### config.mk
export PLATFORM = sky130hd
export DESIGN_NAME = mem_stage
export DESIGN_NICKNAME = d
export VERILOG_FILES = /design/src/rtl/mem_pkg.sv /design/src/rtl/mem_stage_load_align.sv /design/src/rtl/mem_stage.sv
export SDC_FILE = /design/constraint.sdc
export NUM_CORES = 1
export LEC_CHECK = 0
export BUFFER_PORTS_ARGS = -buffer_cell sky130_fd_sc_hd__clkbuf_2
export CORE_MARGIN = 2
export CORE_UTILIZATION = 53
export DETAILED_ROUTE_END_ITERATION = 7
export HOLD_SLACK_MARGIN = 0.08
export PLACE_DENSITY_LB_ADDON = 0.15
export SLEW_MARGIN = 5
export SYNTH_ARGS = -nofsm -noshare
export SYNTH_HDL_FRONTEND = slang
export SYNTH_SLANG_ARGS = --single-unit
### constraint.sdc
create_clock -name clk -period 4.3 [get_ports clk]
set_input_delay 0 -clock clk [delete_from_list [all_inputs] [get_ports clk]]
set_output_delay 0 -clock clk [all_outputs]
set_load 0.005 [all_outputs]
### src/rtl/mem_pkg.sv
// Shared encodings for the memory-access stage: mem_op codes, FSM states,
// access sizes and byte-enable base patterns.
package mem_pkg;

    typedef enum logic [2:0] {
        MEM_LB  = 3'b000,
        MEM_LH  = 3'b001,
        MEM_LW  = 3'b010,
        MEM_LBU = 3'b100,
        MEM_LHU = 3'b101
    } mem_op_e;

    typedef enum logic {
        IDLE   = 1'b0,
        ACCESS = 1'b1
    } state_e;

    typedef enum logic [1:0] {
        SZ_BYTE = 2'd0,
        SZ_HALF = 2'd1,
        SZ_WORD = 2'd2
    } size_e;

    localparam logic [3:0] BE_BYTE = 4'b0001;
    localparam logic [3:0] BE_HALF = 4'b0011;
    localparam logic [3:0] BE_WORD = 4'b1111;

    // Unused encodings (011, 110, 111) fall through to a word access.
    function automatic size_e op_size(input logic [2:0] op);
        size_e sz;
        case (op)
            MEM_LB, MEM_LBU: sz = SZ_BYTE;
            MEM_LH, MEM_LHU: sz = SZ_HALF;
            default:         sz = SZ_WORD;
        endcase
        return sz;
    endfunction

    function automatic logic op_signed(input logic [2:0] op);
        return (op == MEM_LB) || (op == MEM_LH);
    endfunction

endpackage

### src/rtl/mem_stage_load_align.sv
// Combinational load extraction: picks the addressed byte/half lane out of the
// bus word and sign- or zero-extends it according to mem_op.
module load_align
    import mem_pkg::*;
(
    input  logic [31:0] rdata,
    input  logic [1:0]  off,
    input  logic [2:0]  op,
    output logic [31:0] value
);

    logic [7:0]  byte_v;
    logic [15:0] half_v;
    logic        sext;

    always_comb begin
        byte_v = rdata[{off, 3'b000} +: 8];
        half_v = rdata[{off[1], 4'b0000} +: 16];
        sext   = op_signed(op);
        case (op_size(op))
            SZ_BYTE: value = {{24{sext & byte_v[7]}}, byte_v};
            SZ_HALF: value = {{16{sext & half_v[15]}}, half_v};
            default: value = rdata;
        endcase
    end

endmodule

### src/rtl/mem_stage.sv
// Pipeline memory-access stage: ALU pass-through plus single-outstanding
// load/store bus master. Optional misalignment trap via MEM_MISALIGN_TRAP_EN.
module mem_stage
    import mem_pkg::*;
#(
    parameter int ADDR_WIDTH = 32
) (
    input  logic                  clk,
    input  logic                  reset,
    input  logic                  in_valid,
    output logic                  in_ready,
    input  logic [31:0]           alu_result,
    input  logic [31:0]           store_data,
    input  logic [2:0]            mem_op,
    input  logic                  mem_read,
    input  logic                  mem_write,
    input  logic [4:0]            rd_addr,
    input  logic                  rd_write,
    output logic                  dmem_req,
    output logic                  dmem_we,
    output logic [ADDR_WIDTH-1:0] dmem_addr,
    output logic [31:0]           dmem_wdata,
    output logic [3:0]            dmem_be,
    input  logic                  dmem_ack,
    input  logic [31:0]           dmem_rdata,
    output logic [31:0]           reg_data,
    output logic [4:0]            reg_addr,
    output logic                  reg_write
`ifdef MEM_MISALIGN_TRAP_EN
    ,
    output logic                  misalign_trap
`endif
);

    state_e                state_q, state_d;
    logic                  dmem_req_q, dmem_req_d;
    logic                  dmem_we_q, dmem_we_d;
    logic [ADDR_WIDTH-1:0] dmem_addr_q, dmem_addr_d;
    logic [31:0]           dmem_wdata_q, dmem_wdata_d;
    logic [3:0]            dmem_be_q, dmem_be_d;
    logic [2:0]            op_q, op_d;
    logic [1:0]            off_q, off_d;
    logic [4:0]            pend_rd_q, pend_rd_d;
    logic                  pend_wr_q, pend_wr_d;
    logic [31:0]           reg_data_q, reg_data_d;
    logic [4:0]            reg_addr_q, reg_addr_d;
    logic                  reg_write_q, reg_write_d;
`ifdef MEM_MISALIGN_TRAP_EN
    logic                  trap_q, trap_d;
    logic                  misaligned;
`endif

    logic [ADDR_WIDTH-1:0] addr_full;
    logic [1:0]            off;
    logic                  wb_en;
    size_e                 sz;
    logic [31:0]           st_wdata;
    logic [3:0]            st_be;
    logic [31:0]           load_value;

    assign addr_full = ADDR_WIDTH'(alu_result);
    assign off       = alu_result[1:0];
    assign wb_en     = rd_write && (rd_addr != 5'd0);
    assign sz        = op_size(mem_op);

    // Narrow stores replicate the value across all lanes; byte enables pick the target.
    always_comb begin
        case (sz)
            SZ_BYTE: begin
                st_wdata = {4{store_data[7:0]}};
                st_be    = BE_BYTE << off;
            end
            SZ_HALF: begin
                st_wdata = {2{store_data[15:0]}};
                st_be    = BE_HALF << {off[1], 1'b0};
            end
            default: begin
                st_wdata = store_data;
                st_be    = BE_WORD;
            end
        endcase
    end

`ifdef MEM_MISALIGN_TRAP_EN
    assign misaligned = ((sz == SZ_HALF) && off[0]) || ((sz == SZ_WORD) && (off != 2'b00));
`endif

    load_align u_load_align (
        .rdata (dmem_rdata),
        .off   (off_q),
        .op    (op_q),
        .value (load_value)
    );

    always_comb begin
        state_d      = state_q;
        dmem_req_d   = dmem_req_q;
        dmem_we_d    = dmem_we_q;
        dmem_addr_d  = dmem_addr_q;
        dmem_wdata_d = dmem_wdata_q;
        dmem_be_d    = dmem_be_q;
        op_d         = op_q;
        off_d        = off_q;
        pend_rd_d    = pend_rd_q;
        pend_wr_d    = pend_wr_q;
        reg_data_d   = reg_data_q;
        reg_addr_d   = reg_addr_q;
        reg_write_d  = 1'b0;
`ifdef MEM_MISALIGN_TRAP_EN
        trap_d       = 1'b0;
`endif
        case (state_q)
            IDLE: begin
                if (in_valid) begin
                    if (mem_read || mem_write) begin
`ifdef MEM_MISALIGN_TRAP_EN
                        if (misaligned) begin
                            trap_d = 1'b1;
                        end else begin
`endif
                            state_d      = ACCESS;
                            dmem_req_d   = 1'b1;
                            dmem_we_d    = mem_write;
                            dmem_addr_d  = {addr_full[ADDR_WIDTH-1:2], 2'b00};
                            dmem_wdata_d = mem_write ? st_wdata : 32'd0;
                            dmem_be_d    = mem_write ? st_be : BE_WORD;
                            op_d         = mem_op;
                            off_d        = off;
                            pend_rd_d    = rd_addr;
                            pend_wr_d    = wb_en;
`ifdef MEM_MISALIGN_TRAP_EN
                        end
`endif
                    end else begin
                        reg_data_d  = alu_result;
                        reg_addr_d  = rd_addr;
                        reg_write_d = wb_en;
                    end
                end
            end
            ACCESS: begin
                if (dmem_ack) begin
                    state_d    = IDLE;
                    dmem_req_d = 1'b0;
                    if (!dmem_we_q) begin
                        reg_data_d  = load_value;
                        reg_addr_d  = pend_rd_q;
                        reg_write_d = pend_wr_q;
                    end
                end
            end
            default: state_d = IDLE;
        endcase
    end

    always_ff @(posedge clk or negedge reset) begin
        if (!reset) begin
            state_q      <= IDLE;
            dmem_req_q   <= 1'b0;
            dmem_we_q    <= 1'b0;
            dmem_addr_q  <= '0;
            dmem_wdata_q <= 32'd0;
            dmem_be_q    <= 4'd0;
            op_q         <= 3'd0;
            off_q        <= 2'd0;
            pend_rd_q    <= 5'd0;
            pend_wr_q    <= 1'b0;
            reg_data_q   <= 32'd0;
            reg_addr_q   <= 5'd0;
            reg_write_q  <= 1'b0;
`ifdef MEM_MISALIGN_TRAP_EN
            trap_q       <= 1'b0;
`endif
        end else begin
            state_q      <= state_d;
            dmem_req_q   <= dmem_req_d;
            dmem_we_q    <= dmem_we_d;
            dmem_addr_q  <= dmem_addr_d;
            dmem_wdata_q <= dmem_wdata_d;
            dmem_be_q    <= dmem_be_d;
            op_q         <= op_d;
            off_q        <= off_d;
            pend_rd_q    <= pend_rd_d;
            pend_wr_q    <= pend_wr_d;
            reg_data_q   <= reg_data_d;
            reg_addr_q   <= reg_addr_d;
            reg_write_q  <= reg_write_d;
`ifdef MEM_MISALIGN_TRAP_EN
            trap_q       <= trap_d;
`endif
        end
    end

    assign in_ready   = (state_q == IDLE);
    assign dmem_req   = dmem_req_q;
    assign dmem_we    = dmem_we_q;
    assign dmem_addr  = dmem_addr_q;
    assign dmem_wdata = dmem_wdata_q;
    assign dmem_be    = dmem_be_q;
    assign reg_data   = reg_data_q;
    assign reg_addr   = reg_addr_q;
    assign reg_write  = reg_write_q;
`ifdef MEM_MISALIGN_TRAP_EN
    assign misalign_trap = trap_q;
`endif

endmodule
* Word level (Yosys, flattened, before mapping)
Cells that the tools add are included.
** Word-level totals
- Bits of input ports :: 111
- Output and inout port bits :: 109
- Word-level logic and storage cells :: 78
- Flip-flop bits (word level) :: 118
** Cells by class
- Multiplexer cells :: 30
- Bitwise operators :: 3
- Eq/ne operators :: 13
- Reduce and logical (&&, ||, !) cells :: 15
- Shift operators :: 4
** Operator list (number)
- $pmux W32 S2 :: 3
- $mux W32 :: 5
- $shiftx A32 B6 Y16 :: 1
- $shiftx A32 B6 Y8 :: 1
- $mux W5 :: 4
- $eq A3 B3 Y1 const B :: 4
- $mux W1 :: 10
- $pmux W5 S2 :: 1
- $ne A2 B2 Y1 const B :: 4
- $pmux W2 S2 :: 2
- $pmux W4 S2 :: 1
- $reduce_or A2 Y1 :: 4
- $eq A3 B1 Y1 const B :: 2
- $logic_not A3 Y1 :: 2
- $pmux W1 S2 :: 3
- $reduce_and A3 Y1 :: 2
- $reduce_bool A5 Y1 :: 1
- $eq A2 B1 Y1 const B :: 2
- $logic_not A2 Y1 :: 2
- $mux W4 :: 1
- $reduce_and A4 Y1 :: 1
- $shl A1 B2 Y4 const A :: 1
- $shl A2 B2 Y4 const A :: 1
- $and A1 B1 Y1 :: 2
- other kinds (4) :: 5

* Longest topological paths before layout
Gate-level depths: netlist of run 1.
- Word-level depth :: 8
- Gate-level depth with buffers :: 7
- Mapped depth without buffers :: 4

* By module
Synthesis of run 1 repeated with hierarchy kept, for this count alone.
** Second synthesis, totals
- Cells, all modules :: 482
- Area total of the unflattened synthesis :: 5919.4 um^2
** By module, submodules not included
- mem_stage :: times used 1, cells each 357, area an instance 5277.6 um^2, seq. area each 2952.8 um^2
- load_align :: times used 1, cells each 125, area an instance 641.9 um^2, seq. area each 0.0 um^2

* Least setup slack after synthesis of run 1
Ideal clock, no wire load.
- Path type :: reg2reg
- From :: register op_q[1]
- To :: register reg_data_q[10] (netlist: reg_data[10])
- Data arrival time :: 1.365 ns
- Path buffers :: 1
- Setup time :: 0.087 ns
- Cell stages (with the launch flop) :: 5
- Clock period less this slack :: 1.452 ns
- Slack :: 2.848 ns
- Data required time :: 4.213 ns
- Cell sequence :: dfrtp_1 > clkbuf_1 > or3_1 > o31a_4 > a211oi_2
** Between the ends
- Word-level cells in the longest chain between the ends :: 8
- Elaborated cells between the ends (all ways) :: 15
- Classes of those cells :: 4 x eq/ne; 5 x mux; 1 x bitwise; 5 x reduce/logical
** Ends and longest elaborated chain
- from (decl) :: RTL line mem_stage.sv:41 : logic [2:0] op_q, op_d;
- from (signal assigned) :: RTL line mem_stage.sv:181 : op_q <= op_d;
- $eq A3 B3 Y1 (tied with other cells) :: RTL line mem_pkg.sv:31 : case (op)
- $reduce_or A2 Y1 :: RTL line mem_pkg.sv:31
- $pmux W2 S2 :: RTL line mem_pkg.sv:31
- $eq A2 B1 Y1 or $logic_not A2 Y1 (tied branches) :: RTL line mem_stage_load_align.sv:20 : case (op_size(op))
- $pmux W32 S2 (*) :: RTL line mem_stage_load_align.sv:20
- $mux W32 (*) :: RTL line mem_stage.sv:145 : if (!dmem_we_q) begin
- $mux W32 (*) :: RTL line mem_stage.sv:142 : if (dmem_ack) begin
- $pmux W32 S2 (*) :: RTL line mem_stage.sv:112 : case (state_q)
- to (signal assigned) :: RTL line mem_stage.sv:185 : reg_data_q <= reg_data_d;
- to (decl) :: RTL line mem_stage.sv:45 : logic [31:0] reg_data_q, reg_data_d;
Every way passes the cells marked *; elsewhere a longest branch is shown, timed or not. The select of a mux whose other input is x is not followed.
A chain may end at the register's enable or synchronous reset.

* Worst setup path in the final report of run 1
- From :: register state_q
- To :: register dmem_addr_q[22] (netlist: dmem_addr[22])
** Between the ends
- Word-level cells in the longest chain between the ends :: 2
** Ends and longest elaborated chain
- from (decl) :: RTL line mem_stage.sv:35 : state_e state_q, state_d;
- from (signal assigned) :: RTL line mem_stage.sv:175 : state_q <= state_d;
- $not A1 Y1 (no line)
- $reduce_and A3 Y1 (no line)
- to (signal assigned) :: RTL line mem_stage.sv:178 : dmem_addr_q <= dmem_addr_d;
- to (decl) :: RTL line mem_stage.sv:38 : logic [ADDR_WIDTH-1:0] dmem_addr_q, dmem_addr_d;
Every way passes these cells.

==> results of run 1 <==
where the power goes:
part	switching, W	leakage [nW]	internal [W]
Combinational	0.000655	2.69	0.000659
Sequential	0.000236	1.43	0.00142
Clock	0.000491	0.282	0.000909
Total	0.00138	4.40	0.00299
per-layer routing:
layer	track usage (%)	vias up	share of wire [%]
li1	-	2790	-
met1	40.7	3030	36
met2	65.4	362	52
met3	9.99	85	7.6
met4	18.7	0	4.6
met5	0	-	0
cells in the final DEF (no fill, tap or decap), types with 2 or more instances in the layout:
cell                            Yosys  final
sky130_fd_sc_hd__o21ai_1            4      3
sky130_fd_sc_hd__o211ai_1           3      3
sky130_fd_sc_hd__clkinv_2           0      4
sky130_fd_sc_hd__a31oi_1            2      2
sky130_fd_sc_hd__clkbuf_2           0    216
sky130_fd_sc_hd__a22oi_1            8      8
sky130_fd_sc_hd__nor2b_1            3      2
sky130_fd_sc_hd__a221oi_1          13     13
sky130_fd_sc_hd__and3b_1            7      7
sky130_fd_sc_hd__mux2i_1           31     31
sky130_fd_sc_hd__a22o_1            16     16
sky130_fd_sc_hd__a211oi_2           8      8
sky130_fd_sc_hd__a211o_1            7      7
sky130_fd_sc_hd__a21oi_1           29     29
sky130_fd_sc_hd__bufinv_16          0      3
sky130_fd_sc_hd__inv_1              4      4
sky130_fd_sc_hd__or3_1              9      9
sky130_fd_sc_hd__and2_1             2      2
sky130_fd_sc_hd__buf_4              2      4
sky130_fd_sc_hd__o22ai_1            7      7
sky130_fd_sc_hd__conb_1             1      2
sky130_fd_sc_hd__o21ai_0           55     55
sky130_fd_sc_hd__nor3_1             8      8
sky130_fd_sc_hd__clkbuf_1          24      4
sky130_fd_sc_hd__nand2_1          157    157
sky130_fd_sc_hd__clkbuf_8           0      3
sky130_fd_sc_hd__clkinvlp_4         0      2
sky130_fd_sc_hd__and3_1             3      3
sky130_fd_sc_hd__dfrtp_1          118    118
sky130_fd_sc_hd__clkbuf_16          0     16
sky130_fd_sc_hd__nor2_1            45     45
sky130_fd_sc_hd__dlygate4sd3_1      0    153
registers in the layout, indices dropped and copies added (netlist names):
| signal | flops |
|---|---|
| op_q | 3 |
| reg_data | 32 |
| pend_wr_q | 1 |
| pend_rd_q | 5 |
| dmem_req | 1 |
| off_q | 2 |
| dmem_addr | 30 |
| reg_write | 1 |
| reg_addr | 5 |
| state_q | 1 |
| dmem_wdata | 32 |
| dmem_we | 1 |
| dmem_be | 4 |
path summary, 6_finish.rpt:
path / start / end / cells past startpoint
min reg2reg: dmem_wdata[8] / dmem_wdata[8] / 2
min in group asynchronous: reset / reg_data[26] / 4
max in group asynchronous: reset / reg_data[6] / 4
max: state_q / dmem_addr[22] / 5
min: mem_op[1] / op_q[1] / 3
max reg2reg: state_q / dmem_addr[22] / 5
cell families (layout without fill, tap and decap cells):
group | after synthesis | after routing | share of synthesized area (%)
buffers and inverters | 51 | 411 | 4.06
flip-flops | 118 | 118 | 53.0
AND/OR/NAND/NOR | 240 | 240 | 18.1
other | 1 | 2 | 0.0673
multiplexers | 32 | 32 | 5.77
AO/OA/AOI/OAI | 158 | 158 | 19.0
per-stage QoR:
step	instance area, um^2	utilization [%]	hold slack (ns)
3_5_place_dp	6680	65.0	-0.0171
6_report	8810	85.7	0.177
3_3_place_gp	6680	65.0	-0.0241
4_1_cts	8810	85.7	0.136
5_1_grt	8810	85.7	0.189
2_1_floorplan	5580	-	-0.296
cells in the mapped netlist (2+ instances only):
library cell,number,area [um^2]
sky130_fd_sc_hd__a211o_1,7,61.3
sky130_fd_sc_hd__a211oi_2,8,100
sky130_fd_sc_hd__a21oi_1,29,145
sky130_fd_sc_hd__a221oi_1,13,114
sky130_fd_sc_hd__a22o_1,16,140
sky130_fd_sc_hd__a22oi_1,8,60.1
sky130_fd_sc_hd__a31oi_1,2,12.5
sky130_fd_sc_hd__and2_1,2,12.5
sky130_fd_sc_hd__and3_1,3,18.8
sky130_fd_sc_hd__and3b_1,7,61.3
sky130_fd_sc_hd__buf_1,3,11.3
sky130_fd_sc_hd__buf_2,16,80.1
sky130_fd_sc_hd__buf_4,2,15.0
sky130_fd_sc_hd__clkbuf_1,24,90.1
sky130_fd_sc_hd__dfrtp_1,118,2950
sky130_fd_sc_hd__inv_1,4,15.0
sky130_fd_sc_hd__mux2i_1,31,310
sky130_fd_sc_hd__nand2_1,157,589
sky130_fd_sc_hd__nor2_1,45,169
sky130_fd_sc_hd__nor2b_1,3,18.8
sky130_fd_sc_hd__nor3_1,8,40.0
sky130_fd_sc_hd__o211ai_1,3,22.5
sky130_fd_sc_hd__o21ai_0,55,275
sky130_fd_sc_hd__o21ai_1,4,20.0
sky130_fd_sc_hd__o22ai_1,7,43.8
sky130_fd_sc_hd__or3_1,9,56.3
area by class of cell:
type                       count  area [um^2]
clock buffer                  23          457
clock inverter                 9          125
timing repair buffer         374         2660
inverter                       5         18.8
multi-input combinational    432         2420
fill                         550         1470
sequential                   118         2950
tap                          136          170
what timing repair did:
item                                   4_1_cts  5_1_grt
hold buffers                               154        0
gates resized for setup                      0        0
endpoints found under the hold margin      235        0
worst min-delay path: stages:
cell and delay (ns):
sky130_fd_sc_hd__clkbuf_2 0.40, sky130_fd_sc_hd__nand2_1 0.19, sky130_fd_sc_hd__nand2_1 0.06
==> metrics, run 1 <==
status=finished clean; CP Data Required Time=4.75 ns; sequential share of the synthesized area=about 53%; CP top delay family=simple AND/OR/NAND/NOR gates; Startpoint Class=flop; total leakage power=around 4.4 nW; slew at the pin closest to its max-slew limit=1.08 ns; layout cell share with drive strength beyond 1=~28%; setup skew after layout=0.0101 ns; CTS clk-pin slew, worst paths=around 0.050 ns; cell with the largest stage delay on the worst path=sky130_fd_sc_hd__nor2b_4; Vias/cell=approximately 5.7; arrival time at the worst endpoint=3.77 ns; syn_area_per_cell=between 9 and 10 um^2; count of flip-flops with a built-in enable after synthesis=0; Starting DRT DRC Count=just under 500; pin count of the biggest net entering global routing=46; total negative slack for setup checks=0 ns; Max Clk Rate=0.301 GHz; Final Cycle Share=77.1%; Chip Height=107 um; total number of vias=6267; num ports=220; worst path buffer plus inverter count=1; number of pins exceeding their max-slew limit in the final report=0; total number of yosys warnings=0; number of placement rows=37; detailed-route wire length=roughly 21 mm; H-Tree Depth=4; P per Cell Area=slightly below 500 mW/mm^2; critical path cell sequence=nor2b_1 -> nor2b_4 -> nand2_1 -> nand2_1 -> dlygate4sd3_1; worst setup slack before clock tree synthesis=around 1.6 ns; total congestion overflow=0; Yosys cell types=42; Num CTS Buffers=17; Cells after Synth=600; standard cell core area=between 0.01 and 0.015 mm^2; number of antenna violations at the first check in global routing=0; RD Place Congestion=slightly above 0.9; fin cells=~1100; mapped cell area=between 0.005 and 0.006 mm^2; Top FF cell, synth=sky130_fd_sc_hd__dfrtp_1; worst min path class=input port to flop; post-detailed-placement half-perimeter wirelength=approximately 12 mm; maxcap violations=0; final total power=about 0.0044 W; Peak supply drop=between 0.3 and 0.4 mV; post-CTS setup buffers=0; Final #Nets=1059; remaining design rule violation count=0; number of sinks handled by clock tree synthesis=roughly 120; final critical delay including setup and external delays=about 3.3 ns; critical setup path kind=flop to flop; placed cells=about 910; Starting Density=a little over half; critical path's most frequent cell=sky130_fd_sc_hd__nand2_1; post-route worst setup slack=0.983 ns; clk root buf=sky130_fd_sc_hd__clkbuf_8; quantity of I/O buffers inserted on ports=approximately 220; total routing resource utilization after global routing=~37%; setup slack of the most critical reg-to-reg path=between 0.9 and 1 ns; antenna diode count=0; number of synthesized register bits=around 120; number of nets with antenna violations after routing=0; horizontal extent of the die=~110 um; worst-case clock buffer depth=2; setup violators final=0; drt wl/cell=18.8 um; Pre-antenna DRT Iters=5; longest individual stage delay on the worst path=roughly 0.99 ns; setup repair after global routing missed its margin=no; Layout area overhead=58.1%; full die area=0.0114 mm^2; via count of the first global-routing pass=about 6500; Rel. slew slack=about 28%; first-pass GRT wire length=between 30 and 40 mm; hold violation count in the final report=0; clock tree from TritonCTS=built; Critical Path End Type=flop; asr flop ratio synth=100%; maximum fanout along the worst path=45; later-pin clock latency in the skew report=0.52 ns
(Power assumes the default switching activity.)
==> run 2: changes to the inputs <==
--- a/config.mk
+++ b/config.mk
@@ -7,7 +7,7 @@
 export LEC_CHECK = 0
 export BUFFER_PORTS_ARGS = -buffer_cell sky130_fd_sc_hd__clkbuf_2
 export CORE_MARGIN = 2
-export CORE_UTILIZATION = 53
+export CORE_UTILIZATION = 44
 export DETAILED_ROUTE_END_ITERATION = 7
 export HOLD_SLACK_MARGIN = 0.08
 export PLACE_DENSITY_LB_ADDON = 0.15
==> constraint.sdc (replaced) <==
create_clock -name clk -period 2.71 [get_ports clk]
set_input_delay 0 -clock clk [delete_from_list [all_inputs] [get_ports clk]]
set_output_delay 0 -clock clk [all_outputs]
set_load 0.005 [all_outputs]
==> metrics, run 2 (same netlist as run 1, synthesis figures left out) <==
status=finished clean; worst min path class=input port to flop; P per Cell Area=roughly 800 mW/mm^2; Final Cycle Share=between 90 and 100%; total leakage power=~4.3 nW; CP top delay family=compound AO/OA/AOI/OAI gates; total routing resource utilization after global routing=around 28%; fillers=about 1000; number of gates given a new drive strength after cts=0; later-pin clock latency in the skew report=~0.42 ns; Startpoint Class=flop; hold violation count in the final report=0; CP Data Required Time=slightly above 3 ns; number of placement rows=41; maximum fanout along the worst path=18; Rel. slew slack=23.8%; final critical delay including setup and external delays=approximately 2.5 ns; Critical Path End Type=flop; drt wl/cell=roughly 17 um; Chip Height=about 120 um; final non-filler cell area=~0.0085 mm^2; leading cell type in the layout, fill and taps excluded=sky130_fd_sc_hd__clkbuf_2; number of sinks handled by clock tree synthesis=approximately 120; antenna diode count=0; clock tree from TritonCTS=built; quantity of I/O buffers inserted on ports=~220; Vias/cell=approximately 5.2; total congestion overflow=0; total negative slack for setup checks=0 ns; critical register-to-register path endpoint=reg_data[4]; Starting DRT DRC Count=386; full die area=approximately 0.014 mm^2; cell with the largest stage delay on the worst path=sky130_fd_sc_hd__dlygate4sd3_1; layout cell share with drive strength beyond 1=between 20 and 30%; RD Place Congestion=between 0.8 and 0.9; number of nets with antenna violations after routing=0; cell depth of the worst hold path=3; Layout area overhead=52.7%; setup violators final=0; Max Clk Rate=0.402 GHz; setup slack of the most critical reg-to-reg path=about 0.22 ns; horizontal extent of the die=117 um; critical setup path kind=flop to flop; Num CTS Buffers=17; critical path cell sequence=nand2b_1 -> a21oi_1 -> o21ai_0 -> o22ai_1 -> dlygate4sd3_1; num ports=220; first-pass GRT wire length=around 29 mm; worst path buffer plus inverter count=1; longest individual stage delay on the worst path=about 0.57 ns; post-detailed-placement half-perimeter wirelength=around 12 mm; clk root buf=sky130_fd_sc_hd__clkbuf_16; arrival time at the worst endpoint=around 2.8 ns; CTS clk-pin slew, worst paths=0.05 ns; pin count of the biggest net entering global routing=about 120; RR Startpoint=op_q[0]; Starting Density=between 40% and 50%; highest-count cells in the layout ignoring fill and taps=216 x sky130_fd_sc_hd__clkbuf_2, 157 x sky130_fd_sc_hd__nand2_1, 118 x sky130_fd_sc_hd__dfrtp_1; Pre-antenna DRT Iters=4; via count of the first global-routing pass=around 5700; Worst Reg2Reg Path Length in Cells=5; worst-case clock buffer depth=2; slew at the pin closest to its max-slew limit=around 1.1 ns; H-Tree Depth=4; end point of the most critical hold path=reg_data[11]; Peak supply drop=between 0.4 and 0.5 mV; post-placement cell area=0.00681 mm^2; number of antenna violations at the first check in global routing=0; remaining design rule violation count=0; detailed-route wire length=between 15 and 20 mm; total number of vias=approximately 5700; standard cell core area=~0.013 mm^2; worst hold start=dmem_rdata[11]; number of pins exceeding their max-slew limit in the final report=0; final total power=around 0.0068 W; setup repair after global routing missed its margin=no; final design utilization=between 60% and 70%; setup skew after layout=0.00757 ns; maxcap violations=0; Final #Nets=1021
-- run 2: timing repair --
item / 4_1_cts / 5_1_grt
endpoints found under the hold margin: 233 / 0
hold buffers: 108 / 0
setup buffers: 0 / 0
-- run 2: stage by stage --
step	hold WS, ns	instances	setup WS [ns]
2_1_floorplan	-0.296	601	1.26
3_3_place_gp	0.145	955	0.890
3_5_place_dp	0.151	955	0.814
4_1_cts	0.0852	1095	0.289
5_1_grt	0.112	1095	0.0590
6_report	0.101	1095	0.221
-- run 2: per-layer routing --
| layer | up-vias | wire length, um | global-route usage [%] |
|---|---|---|---|
| met2 | 243 | 9300 | 47.2 |
| met5 | - | 0 | 0 |
| met4 | 0 | 504 | 11.5 |
| met1 | 2726 | 7600 | 34.9 |
| met3 | 44 | 1400 | 7.78 |
| li1 | 2709 | - | - |
-- run 2: worst max path at each step --
stage	slack (ns)	to	start	cells after the start
after floorplan	1.26	reg_data[10]	op_q[1]	4
after global placement	0.89	reg_data[4]	op_q[0]	4
after detailed placement	0.81	reg_data[6]	op_q[0]	4
after CTS	0.29	reg_data[4]	op_q[0]	5
after global routing	0.06	reg_data[4]	op_q[0]	5
final	0.22	reg_data[4]	op_q[0]	5
-- run 2: worst min-delay path: cells and delay by family --
kind / cells / cell delay, ns
compound gates: 2 / 0.35
buf+inv: 1 / 0.11
-- run 2: layout make-up --
cell class / count / area, um^2 / share of cell area, %
flip-flops and latches: 118 / 2950 / 34.7
multi-input cells: 432 / 2420 / 28.5
repair buffers: 336 / 2280 / 26.7
clock buffers: 23 / 478 / 5.61
well taps: 172 / 215 / 2.53
clock inverters: 9 / 148 / 1.73
inverters: 5 / 18.8 / 0.220
-- run 2: power breakdown --
part,total [W],switching [W],internal (W)
Sequential,0.00260,0.000342,0.00226
Clock,0.00237,0.000772,0.00160
Combinational,0.00186,0.000966,0.000897
